`config.mk`:
```
export PLATFORM = sky130hd
export DESIGN_NAME = cdc_event_scheduler
export DESIGN_NICKNAME = d
export VERILOG_FILES = /design/src/rtl/cdc_event_scheduler.sv
export SDC_FILE = /design/constraint.sdc
export NUM_CORES = 1
export LEC_CHECK = 0
export CAP_MARGIN = 20
export CORE_MARGIN = 4
export CORE_UTILIZATION = 44
export CTS_CLUSTER_SIZE = 25
export DETAILED_ROUTE_END_ITERATION = 7
export PLACE_DENSITY = 0.85
export SYNTH_ARGS = -nofsm -noshare
export SYNTH_HDL_FRONTEND = slang
export SYNTH_SLANG_ARGS = --single-unit
```
`constraint.sdc`:
```
create_clock -name clk -period 2.1 [get_ports clk]
set_clock_uncertainty 0.2 [all_clocks]
set_input_delay 0.63 -clock clk [delete_from_list [all_inputs] [get_ports clk]]
set_output_delay 0.63 -clock clk [all_outputs]
set_load 0.1 [all_outputs]
```
`src/rtl/cdc_event_scheduler.sv`:
```
// Source-domain scheduler sharing one flag crossing between N_REQ requesters.
// Round-robin arbitration, one single-cycle flag per event, ID/payload held
// until ack or timeout, then a guard gap so successive flags stay separable
// in the destination synchronizer.
module cdc_event_scheduler #(
  parameter int N_REQ   = 4,
  parameter int ID_W    = 2,
  parameter int DATA_W  = 8,
  parameter int TIMEOUT = 64,
  parameter int GAP_CYC = 3
) (
  input  logic                    clk,
  input  logic                    rst_n,
  input  logic [N_REQ-1:0]        req_i,
  input  logic [N_REQ*DATA_W-1:0] req_data_i,
  output logic [N_REQ-1:0]        grant_o,
  output logic                    flag_o,
  output logic [ID_W-1:0]         ev_id_o,
  output logic [DATA_W-1:0]       ev_data_o,
  input  logic                    ack_i,
  output logic                    done_o,
  output logic                    timeout_o,
  output logic                    busy_o,
  output logic [7:0]              err_cnt_o
);

  localparam int TMR_W = $clog2(TIMEOUT);
  localparam int GAP_W = (GAP_CYC > 1) ? $clog2(GAP_CYC) : 1;
  localparam logic [TMR_W-1:0] TMR_LAST = TMR_W'(TIMEOUT - 1);
  localparam logic [GAP_W-1:0] GAP_LAST = GAP_W'((GAP_CYC > 0) ? GAP_CYC - 1 : 0);

  typedef enum logic [1:0] {IDLE, WAIT_ACK, GAP} state_t;

  state_t              state, stateNext;
  logic [ID_W-1:0]     rrPtr, rrNext;
  logic [TMR_W-1:0]    timer, timerNext;
  logic [GAP_W-1:0]    gapCnt, gapNext;
  logic [N_REQ-1:0]    grantNext;
  logic                flagNext, doneNext, timeoutNext;
  logic [ID_W-1:0]     evIdNext;
  logic [DATA_W-1:0]   evDataNext;
  logic [7:0]          errNext;
  logic                pickFound;
  logic [ID_W-1:0]     pickIdx;
  logic [DATA_W-1:0]   pickData;

  // Lost-event counter sticks at its maximum instead of wrapping.
  function automatic logic [7:0] satInc(input logic [7:0] v);
    return (v == 8'hFF) ? v : v + 8'd1;
  endfunction

  // Round-robin pick: first set request searching upward from rrPtr+1, wrapping.
  always_comb begin
    pickFound = 1'b0;
    pickIdx   = '0;
    for (int i = 1; i <= N_REQ; i++) begin
      for (int k = 0; k < N_REQ; k++) begin
        if (!pickFound && (k == (int'(rrPtr) + i) % N_REQ) && req_i[k]) begin
          pickFound = 1'b1;
          pickIdx   = ID_W'(k);
        end
      end
    end
  end

  // Payload mux for the picked requester.
  always_comb begin
    pickData = '0;
    for (int k = 0; k < N_REQ; k++) begin
      if (ID_W'(k) == pickIdx) pickData = req_data_i[k*DATA_W +: DATA_W];
    end
  end

  // Next-state and next-output logic; every output is registered.
  always_comb begin
    stateNext   = state;
    rrNext      = rrPtr;
    timerNext   = timer;
    gapNext     = gapCnt;
    flagNext    = 1'b0;
    grantNext   = '0;
    evIdNext    = ev_id_o;
    evDataNext  = ev_data_o;
    doneNext    = 1'b0;
    timeoutNext = 1'b0;
    errNext     = err_cnt_o;
    case (state)
      IDLE: begin
        if (pickFound) begin
          evIdNext   = pickIdx;
          evDataNext = pickData;
          flagNext   = 1'b1;
          grantNext  = N_REQ'(1) << pickIdx;
          rrNext     = pickIdx;
          timerNext  = '0;
          stateNext  = WAIT_ACK;
        end
      end
      WAIT_ACK: begin
        timerNext = timer + TMR_W'(1);
        // Ack has priority over a simultaneous timeout expiry.
        if (ack_i) begin
          doneNext  = 1'b1;
          gapNext   = '0;
          stateNext = (GAP_CYC == 0) ? IDLE : GAP;
        end else if (timer == TMR_LAST) begin
          timeoutNext = 1'b1;
          errNext     = satInc(err_cnt_o);
          gapNext     = '0;
          stateNext   = (GAP_CYC == 0) ? IDLE : GAP;
        end
      end
      GAP: begin
        if (gapCnt == GAP_LAST) stateNext = IDLE;
        else                    gapNext   = gapCnt + GAP_W'(1);
      end
      default: stateNext = IDLE;
    endcase
  end

  // State and output registers; reset abandons any in-flight event.
  always_ff @(posedge clk or negedge rst_n) begin
    if (!rst_n) begin
      state     <= IDLE;
      rrPtr     <= ID_W'(N_REQ - 1);
      timer     <= '0;
      gapCnt    <= '0;
      flag_o    <= 1'b0;
      grant_o   <= '0;
      ev_id_o   <= '0;
      ev_data_o <= '0;
      done_o    <= 1'b0;
      timeout_o <= 1'b0;
      err_cnt_o <= '0;
    end else begin
      state     <= stateNext;
      rrPtr     <= rrNext;
      timer     <= timerNext;
      gapCnt    <= gapNext;
      flag_o    <= flagNext;
      grant_o   <= grantNext;
      ev_id_o   <= evIdNext;
      ev_data_o <= evDataNext;
      done_o    <= doneNext;
      timeout_o <= timeoutNext;
      err_cnt_o <= errNext;
    end
  end

  assign busy_o = (state != IDLE);

endmodule

```
# --- Word-level counts from Yosys, hierarchy flattened ---
# Cells that the tools add are included.
totals:
  output_inout_bits: 26
  input_bits: 39
  register_bits: 37
  wordCells: 168
classes:
  n_mux: 55
  eq_ne: 24
  add_sub_neg: 7
  n_reduce_logical: 64
  n_bitwise: 6
  shifts: 1
op_table:
  columns: ["operator", "count"]
  rows:
  - ["32-bit logical NOT", 4]
  - ["2-bit 2-to-1 mux", 21]
  - ["8-bit 2-to-1 mux", 4]
  - ["1-bit logical AND", 31]
  - ["3-bit == test (first input constant)", 8]
  - ["1-bit 2-to-1 mux", 24]
  - ["1-bit logical NOT", 15]
  - ["2-bit by 3-bit == test with 1-bit output (first input constant)", 4]
  - ["6-bit one-hot mux with 2 select lines", 1]
  - ["8-bit by 1-bit adder with 8-bit output (second input constant)", 1]
  - ["8-bit == test (second input constant)", 1]
  - ["4-bit 2-to-1 mux", 2]
  - ["2-bit OR reduction", 4]
  - ["2-bit by 1-bit adder with 2-bit output (second input constant)", 3]
  - ["6-bit by 1-bit adder with 6-bit output (second input constant)", 1]
  - ["6-bit == test (second input constant)", 1]
  - ["6-bit 2-to-1 mux", 1]
  - ["2-bit inequality test (second input constant)", 3]
  - ["2-bit one-hot mux with 3 select lines", 1]
  - ["3-bit AND reduction", 2]
  - ["2-bit nonzero test", 3]
  - ["2-bit adder (second input constant)", 2]
  - ["1-bit bitwise AND (first input constant)", 4]
  - ["2-bit == test (first input constant)", 2]
  - ["10 further kinds", 14]

# --- Logic depth before layout (Yosys ltp) ---
# Gate-level depths: netlist of run 1.
depth:
  ltp_word: 71
  depth_mapped: 7
  ltp_nobuf: 6

# --- Worst setup path before layout of run 1 ---
# Ideal clock, no wire load.
synth_path:
  path_type: "reg2reg"
  from: "register err_cnt_o[0]"
  to: "register err_cnt_o[1]"
  t_arrival_ps: 1971
  period_less_slack_ps: 2297
  required_time_ps: 1774
  setup_ps: 126
  path_slack_ps: -197
  n_path_buf: 0
  path_stages_with_launch: 5
  cell_sequence: "dfrtp_1 -> ha_1 -> and3_1 -> a31oi_4 -> mux2_2"
synth_via:
  elab_chain_cells: 3
  word_cells_on_any_way: 4
  classes_between: "add/sub (1); eq/ne (1); bitwise (1); reduce/logical (1)"
synth_lines:
  columns: ["item", "line_no", "text"]
  rows:
  - ["from (decl)", "24", "output logic [7:0] err_cnt_o"]
  - ["from (signal assigned)", "146", "err_cnt_o <= errNext;"]
  - ["branches (longest 3 deep; another with 8-bit by 1-bit adder with 8-bit output)", null, null]
# Several ways; the timed one is not identified.
# A chain may end at the register's enable or synchronous reset.

# --- Worst setup path in the final report of run 1 ---
layout_path:
  from: "register rrPtr[1]"
  to: "register ev_data_o[0]"
layout_via:
  elab_chain_cells: 71
  word_cells_on_any_way: 114
  classes_between: "add/sub (4); eq/ne (15); mux (35); bitwise (4); reduce/logical (56)"
layout_lines:
  columns: ["item", "line_no", "text"]
  rows:
  - ["from (decl)", "35", "logic [ID_W-1:0] rrPtr, rrNext;"]
  - ["from (signal assigned)", "125", "rrPtr <= ID_W'(N_REQ - 1);"]
  - ["from (signal assigned)", "137", "rrPtr <= rrNext;"]
  - ["2-bit by 1-bit adder with 2-bit output", "58", "if (!pickFound && (k == (int'(rrPtr) + i) % N_REQ) && req_i[k]) begin"]
  - ["2-bit OR reduction (no source line)", null, null]
  - ["1-bit bitwise AND (no source line)", null, null]
  - ["32-bit logical NOT", "58", null]
  - ["1-bit logical AND", "58", null]
  - ["1-bit 2-to-1 mux", "58", null]
  - ["1-bit logical NOT", "58", null]
  - ["1-bit logical AND (2 in series)", "58", null]
  - ["[... 49 more ...]", null, null]
  - ["1-bit logical NOT", "58", null]
  - ["1-bit logical AND (2 in series)", "58", null]
  - ["1-bit 2-to-1 mux", "58", null]
  - ["1-bit logical NOT", "58", null]
  - ["1-bit logical AND (2 in series)", "58", null]
  - ["2-bit 2-to-1 mux", "58", null]
  - ["2-bit logical NOT", "70", "if (ID_W'(k) == pickIdx) pickData = req_data_i[k*DATA_W +: DATA_W];"]
  - ["8-bit 2-to-1 mux (4 in series)", "70", null]
  - ["to (signal assigned)", "143", "ev_data_o <= evDataNext;"]
  - ["to (decl)", "19", "output logic [DATA_W-1:0] ev_data_o,"]
# Parallel ways exist; a longest one is shown, timed or not.

==> results by group, run 1 <==
Status
  • Failing checks: setup timing
  • Outcome: finished with violations

Logic synthesis
  • Yosys reg bits: 37
  • Mapped Cells: around 170
  • Synth warnings: 0
  • Yosys cell types: 31
  • Syn Area/Cell: 10.5 um^2
  • Synth area leader: dfrtp_1
  • Main area contributors after synthesis: dfrtp_1, mux2i_1, nand2_1, o221ai_1, xnor2_1
  • Sequential-to-total area share from yosys stat: 51.2%
  • Synth Cell Area: 0.00181 mm^2
  • Synth top area share: 48.3%
  • Syn_nets: 215

Global route
  • Initial antenna violation count: 0
  • Pin count of the biggest net entering global routing: 19
  • Vias in the first global route: 1674
  • First-pass GRT wire length: 7.67 mm
  • Gr usage total: 18.9%
  • Remaining global-route overflow: 0

Final layout
  • Area growth from synthesis to layout: 72.6%
  • Final Non-Filler Cells: 315
  • Layout cell share with drive strength beyond 1: 31.7%
  • Final core occ: 78.2%
  • Final nets: 306
  • Fin area: about 0.0031 mm^2
  • N_diodes: 0

Floorplan
  • Die Height: 72.2 um
  • Starting Density: 45.3%
  • Core area: approximately 0.004 mm^2
  • Die width: 72.2 um
  • Std-Cell Rows: 23
  • DIE AREA: 0.00521 mm^2
  • # IOs: 65

Routing
  • Drt first pass iters: 4
  • Antenna-violating nets left: 0
  • Routed vias: 1648
  • Drc violations: 0
  • WL/cell: 17.0 um
  • Detailed Route Iter0 Violations: 54
  • Vias per inst: 5.23
  • Routed WL: 5.34 mm

Power and ir drop
  • Pwr dens: 1490 mW/mm^2
  • Leak Pwr: 1.45 nW
  • Power consumption: 4.65 mW
  • Worst VDD drop: 1.21 mV

Clock tree
  • Clock sink total: 37
  • Skew-Pair Late Insertion Delay: 0.29 ns
  • Num CTS Buffers: 5
  • Hold-fix buffers, CTS: 0
  • CTS tree: built
  • Htree depth: 2
  • Max Root-Sink Buffers: 2
  • Clk slew on worst S/H paths: 0.07 ns
  • Root buf cell: clkbuf_8

Worst setup path
  • Setup crit end kind: flop
  • Critical path's slowest cell: dfstp_2
  • Crit path kind: reg2reg
  • R2R Setup Slk: -0.15 ns
  • Crit-path cells: buf_6 -> a21oi_1 -> nor4_4 -> clkbuf_16 -> mux2i_1 -> o221ai_1
  • Critical path data arrival time: 2.20 ns
  • R2R cell count: 6
  • CP startpoint kind: flop
  • WP data required: 2.05 ns
  • Reg2reg start: rrPtr[1]$_DFFE_PN1P_
  • Reg2reg end: ev_data_o[0]$_DFFE_PN0P_
  • Slowest stage delay, CP: 0.57 ns
  • CP Max Fanout: 5

Placed design
  • Post-place setup slack: -0.593 ns
  • GP Congestion: roughly 0.83
  • Placed cell areas: roughly 0.0029 mm^2
  • DPL Wire Length: 3.45 mm
  • Inst Count DP: just under 300
  • IO Port Bufs: 64

Timing
  • Worst setup margin: -0.154 ns
  • Peak Freq: 0.444 GHz
  • Max-slew violation count: 0
  • Slew headroom: 67.6%
  • Final setup viols: 9
  • Final setup TNS: -0.785 ns
  • Crit share post-route: 107%
  • Fin. Hold Viols: 0
  • Hold Slack: around 0.043 ns
  • Tmin final: 2.25 ns
  • RSZ-0062 raised after global routing: yes
  • Worst slew pin tran: 0.483 ns

Worst hold path
  • Hold Crit Class: in2async

Run
  • Max Cap Viol: 0
per-layer routing:
metal  part of all wire [%]  track usage [%]  up-vias
li1                       -                -      790
met1                     39             23.6      793
met4                    1.6             5.43        0
met2                     52             31.1       56
met3                    6.8             6.37        9
met5                      0                0        -
cell usage after synthesis:
cell type   n
a21o_1      2
a21oi_1     5
a31oi_1     1
a31oi_4     1
and2_1      1
and3_1      6
buf_2       3
buf_6       2
clkbuf_1    1
dfrtp_1    35
dfstp_2     2
ha_1        3
inv_1       6
inv_2       1
mux2_2      1
mux2i_1    18
nand2_1    24
nand2b_1    4
nand3_1     3
nand4_1     4
nor2_1     16
nor2b_1     2
nor3b_1     1
nor4_4      1
o21ai_0     9
o221ai_1    8
o22ai_1     2
or2_2       1
or2b_1      1
xnor2_1     7
xor2_1      2
how the worst max path moves through the flow:
stage	startpoint	endpoint	slack (ns)
floorplan	err_cnt_o[2]$_DFFE_PN0P_	err_cnt_o[1]$_DFFE_PN0P_	0.02
global placement	req_i[0]	ev_data_o[6]$_DFFE_PN0P_	-0.51
detailed placement	req_i[0]	ev_data_o[4]$_DFFE_PN0P_	-0.59
CTS	rrPtr[1]$_DFFE_PN1P_	ev_data_o[1]$_DFFE_PN0P_	-0.14
global route	rrPtr[1]$_DFFE_PN1P_	ev_data_o[3]$_DFFE_PN0P_	-0.21
finish	rrPtr[1]$_DFFE_PN1P_	ev_data_o[0]$_DFFE_PN0P_	-0.15
logic make-up after synthesis:
family                     synth area share [%]
xor gates and xnor gates                   4.35
adders and majority gates                  2.07
and+or+nand+nor                            17.3
DFF                                        51.2
AOI/OAI and AO/OA                          10.8
buffers and inverters                      3.73
muxes                                      10.6
critical path, delay by kind of cell, from the launching register on:
family	cells	cell delay, ns
AO/OA/AOI/OAI	2	0.24
flip-flops	1	0.57
buffers and inverters	2	0.37
multiplexers	1	0.24
AND/OR/NAND/NOR	1	0.49
cell type report:
type / count / area, um^2
multi-input combinational: 123 / 880
timing repair buffer: 90 / 1140
fill: 239 / 871
sequential: 37 / 935
inverter: 7 / 26.3
clock buffer: 8 / 90.1
tap: 50 / 62.6
report_power, final:
part           switching (mW)  internal [mW]  total (mW)
sequential              0.219          0.943        1.16
combinational            1.77           1.20        2.97
clock                   0.252          0.268       0.519
registers in the layout, summed over array words and instances, names as in the netlist, 2 cells and up:
register,count
err_cnt_o,8
state,2
ev_id_o,2
timer,6
gapCnt,2
grant_o,4
ev_data_o,8
rrPtr,2
cell usage in the layout (no fill, tap or decap), types with 3 or more instances in the layout:
cell type	synthesis	final
nand3_1	3	3
nand2b_1	4	3
inv_1	6	6
o221ai_1	8	7
nor2_1	16	15
clkdlybuf4s50_1	0	32
nand4_1	4	4
dfrtp_1	35	30
mux2i_1	18	13
buf_12	0	27
nand2_1	24	24
xnor2_1	7	7
dfrtp_2	0	5
and3_1	6	5
mux2i_2	0	3
clkbuf_8	0	6
a21oi_1	5	5
buf_4	0	21
o21ai_0	9	9
ha_1	3	3
repair_timing:
item	in CTS	in global routing
resized for setup	16	13
setup endpoints to repair	16	16
gates cloned	1	1
pin swaps	8	4
buffers inserted	3	5
hold endpoints to repair	0	0
(Power assumes the default switching activity.)
==> run 2: changes to the inputs <==
--- a/config.mk
+++ b/config.mk
@@ -6,7 +6,7 @@
 export NUM_CORES = 1
 export LEC_CHECK = 0
 export CAP_MARGIN = 20
-export CORE_MARGIN = 4
+export CORE_MARGIN = 2
 export CORE_UTILIZATION = 44
 export CTS_CLUSTER_SIZE = 25
 export DETAILED_ROUTE_END_ITERATION = 7
==> run 2 against run 1 <==
Critical endpoint is now ev_data_o[2]$_DFFE_PN0P_. Sequential share of layout area is 0.33 points higher. Clock power is 27% higher. Fmax is 9.6% higher. The flow now finishes without violations. Sequential power hardly changed. Global-route usage is 4.1 points higher. Combinational power is 3% lower. Highest routed layer unchanged.
==> results by group, run 2 (synthesized netlist as in run 1, its figures left out) <==
Timing
  • Hold Slack: 0.0325 ns (-0.0103 ns)
  • Worst setup margin: 0.0433 ns (+0.197 ns)
  • Worst slew pin tran: 0.361 ns (-0.122 ns)
  • Final setup TNS: 0 ns (+0.785 ns)
  • Final setup viols: 0 (-9)
  • Tmin final: 2.06 ns (-0.197 ns)
  • Fin. Hold Viols: 0 (unchanged)
  • Crit share post-route: 97.9% (-9.4 points)
  • Slew headroom: 75.9% (+8.4 points)
  • Max-slew violation count: 0 (unchanged)
  • Peak Freq: 0.486 GHz (+9.6%)

Final layout
  • Fin area: 0.00310 mm^2 (-1.1%)
  • Commonest cells after routing, fill and taps aside: clkdlybuf4s50_1, dfrtp_1, buf_12
  • Final core occ: 77.9% (-0.28 points)
  • Final Non-Filler Cells: 310 (-1.6%)
  • Most common cell after layout, fill and taps aside: clkdlybuf4s50_1
  • N_diodes: 0 (unchanged)
  • Final nets: 301 (-1.6%)
  • Layout cell share with drive strength beyond 1: 31.5% (-0.16 points)
  • Largest regs: err_cnt_o x8, ev_data_o x8, timer x6
  • Area growth from synthesis to layout: 70.7%

Placed design
  • IO Port Bufs: 64 (unchanged)
  • Post-place setup slack: -0.539 ns (+0.0540 ns)
  • Placed cell areas: 0.00289 mm^2 (+0.61%)
  • Inst Count DP: 296 (-0.34%)
  • GP Congestion: 0.860 (+3.1%)
  • DPL Wire Length: 3.40 mm (-1.5%)

Global route
  • Pin count of the biggest net entering global routing: 25 (+6)
  • Remaining global-route overflow: 0 (unchanged)
  • First-pass GRT wire length: 7.75 mm (+1.1%)
  • Gr usage total: 22.9% (+4.1 points)
  • Initial antenna violation count: 0 (unchanged)
  • Vias in the first global route: 1673 (-0.060%)

Routing
  • Vias per inst: 5.34 (+2.0%)
  • Routed vias: 1655 (+0.42%)
  • Detailed Route Iter0 Violations: 101 (+87%)
  • Drt first pass iters: 4 (unchanged)
  • Drc violations: 0 (unchanged)
  • Antenna-violating nets left: 0 (unchanged)
  • Routed WL: 4.93 mm (-7.7%)
  • WL/cell: 15.9 um (-6.2%)

Power and ir drop
  • Pwr dens: 1510 mW/mm^2 (+1.7%)
  • Leak Pwr: 1.44 nW (-0.81%)
  • Net Sw Frac: 47.2% (-0.99 points)
  • P_sw: 2.21 mW (-1.5%)
  • Power share of the sequential group: 24.6% (-0.4 points)
  • Pint: 2.47 mW (+2.5%)
  • Worst VDD drop: 1.32 mV (+9.4%)
  • Power consumption: 4.68 mW (+0.56%)
  • Comb power frac: 61.4% (-2.4 points)
  • Clock power share: 14.0% (+2.8 points)

Run
  • Max Cap Viol: 0 (unchanged)

Floorplan
  • # IOs: 65 (unchanged)
  • Std-Cell Rows: 23 (unchanged)
  • Die Height: 68.2 um (-5.5%)
  • Starting Density: 45.7% (+0.33 points)
  • Core area: 0.00397 mm^2 (-0.72%)
  • DIE AREA: 0.00465 mm^2 (-11%)
  • Die width: 68.2 um (-5.5%)

Clock tree
  • Clock sink total: 37 (unchanged)
  • Num CTS Buffers: 5 (unchanged)
  • Htree depth: 2 (unchanged)
  • CTS tree: built
  • Max Root-Sink Buffers: 2 (unchanged)
  • Skew-Pair Late Insertion Delay: 0.30 ns (about the same)
  • Clk slew on worst S/H paths: 0.08 ns (about the same)
  • Hold-fix buffers, CTS: 0 (unchanged)
  • Root buf cell: clkbuf_8

Worst setup path
  • Worst path buffer plus inverter count: 3 (+1)
  • Critical path's slowest cell: nor4_4
  • WP data required: 2.06 ns (about the same)
  • Crit-path cells: clkbuf_2 -> or2b_1 -> nor2_2 -> nor4_4 -> buf_4 -> buf_12 -> mux2i_2 -> o221ai_1
  • Crit-path leading delay family: simple AND/OR/NAND/NOR gates
  • Crit path kind: in2reg
  • Critical path data arrival time: 2.02 ns (-0.18 ns)
  • CP Max Fanout: 9 (+4)
  • Setup crit end kind: flop
  • CP startpoint kind: input pin
  • Slowest stage delay, CP: 0.30 ns (-0.27 ns)

Status
  • Outcome: finished clean

Worst hold path
  • Hold Crit Class: in2async
[run 2: changes by cell type in the layout (fill, tap and decap cells not counted), moves of 2 or more]
cell | previous run | this run
nor2_2 | 1 | 4
mux2i_4 | 2 | 0
buf_6 | 2 | 0
buf_4 | 21 | 17
clkbuf_2 | 1 | 3
clkbuf_1 | 2 | 0
buf_12 | 27 | 29
nor2_1 | 15 | 12
mux2i_1 | 13 | 15
[run 2: power groups by stage]
stage	Clock (mW)	Sequential, mW	Combinational, mW
floorplan	0	2.00	0.784
global placement	0	1.16	2.66
detailed placement	0	1.16	2.72
CTS	0.658	1.15	2.83
global route	0.706	1.17	3.01
finish	0.657	1.15	2.87
[run 2: path summary, 6_finish.rpt]
kind	startpoint	to	slack [ns]	depth (start not counted)
max reg2reg	rrPtr[1]$_DFFE_PN1P_	ev_data_o[2]$_DFFE_PN0P_	0.04	7
max	req_i[1]	ev_data_o[2]$_DFFE_PN0P_	0.04	8
max in group asynchronous	rst_n	err_cnt_o[5]$_DFFE_PN0P_	1.22	2
min	rst_n	ev_data_o[0]$_DFFE_PN0P_	0.03	1
min reg2reg	gapCnt[0]$_DFFE_PN0P_	gapCnt[0]$_DFFE_PN0P_	0.29	1
min in group clk	gapCnt[0]$_DFFE_PN0P_	gapCnt[0]$_DFFE_PN0P_	0.29	1
[run 2: routing by layer]
metal	vias to the layer above	share of wire, %	track usage [%]
met5	-	0	0
met2	50	54	39.0
met3	8	5.3	5.10
li1	779	-	-
met1	818	40	28.0
met4	0	1.2	9.75
[run 2: area by class of cell]
class / instances / area, um^2
repair buffers: 85 / 1090
fillers: 231 / 876
clock inverters: 2 / 37.5
flip-flops and latches: 37 / 935
multi-input cells: 123 / 860
clock buffers: 6 / 82.6
well taps: 50 / 62.6
inverters: 7 / 26.3
[run 2: repair_timing]
item                       CTS  global route
setup endpoints to repair   19            15
setup buffers                2             3
gates resized for setup     12            13
gates cloned                 1             0
pin swaps                    6             2
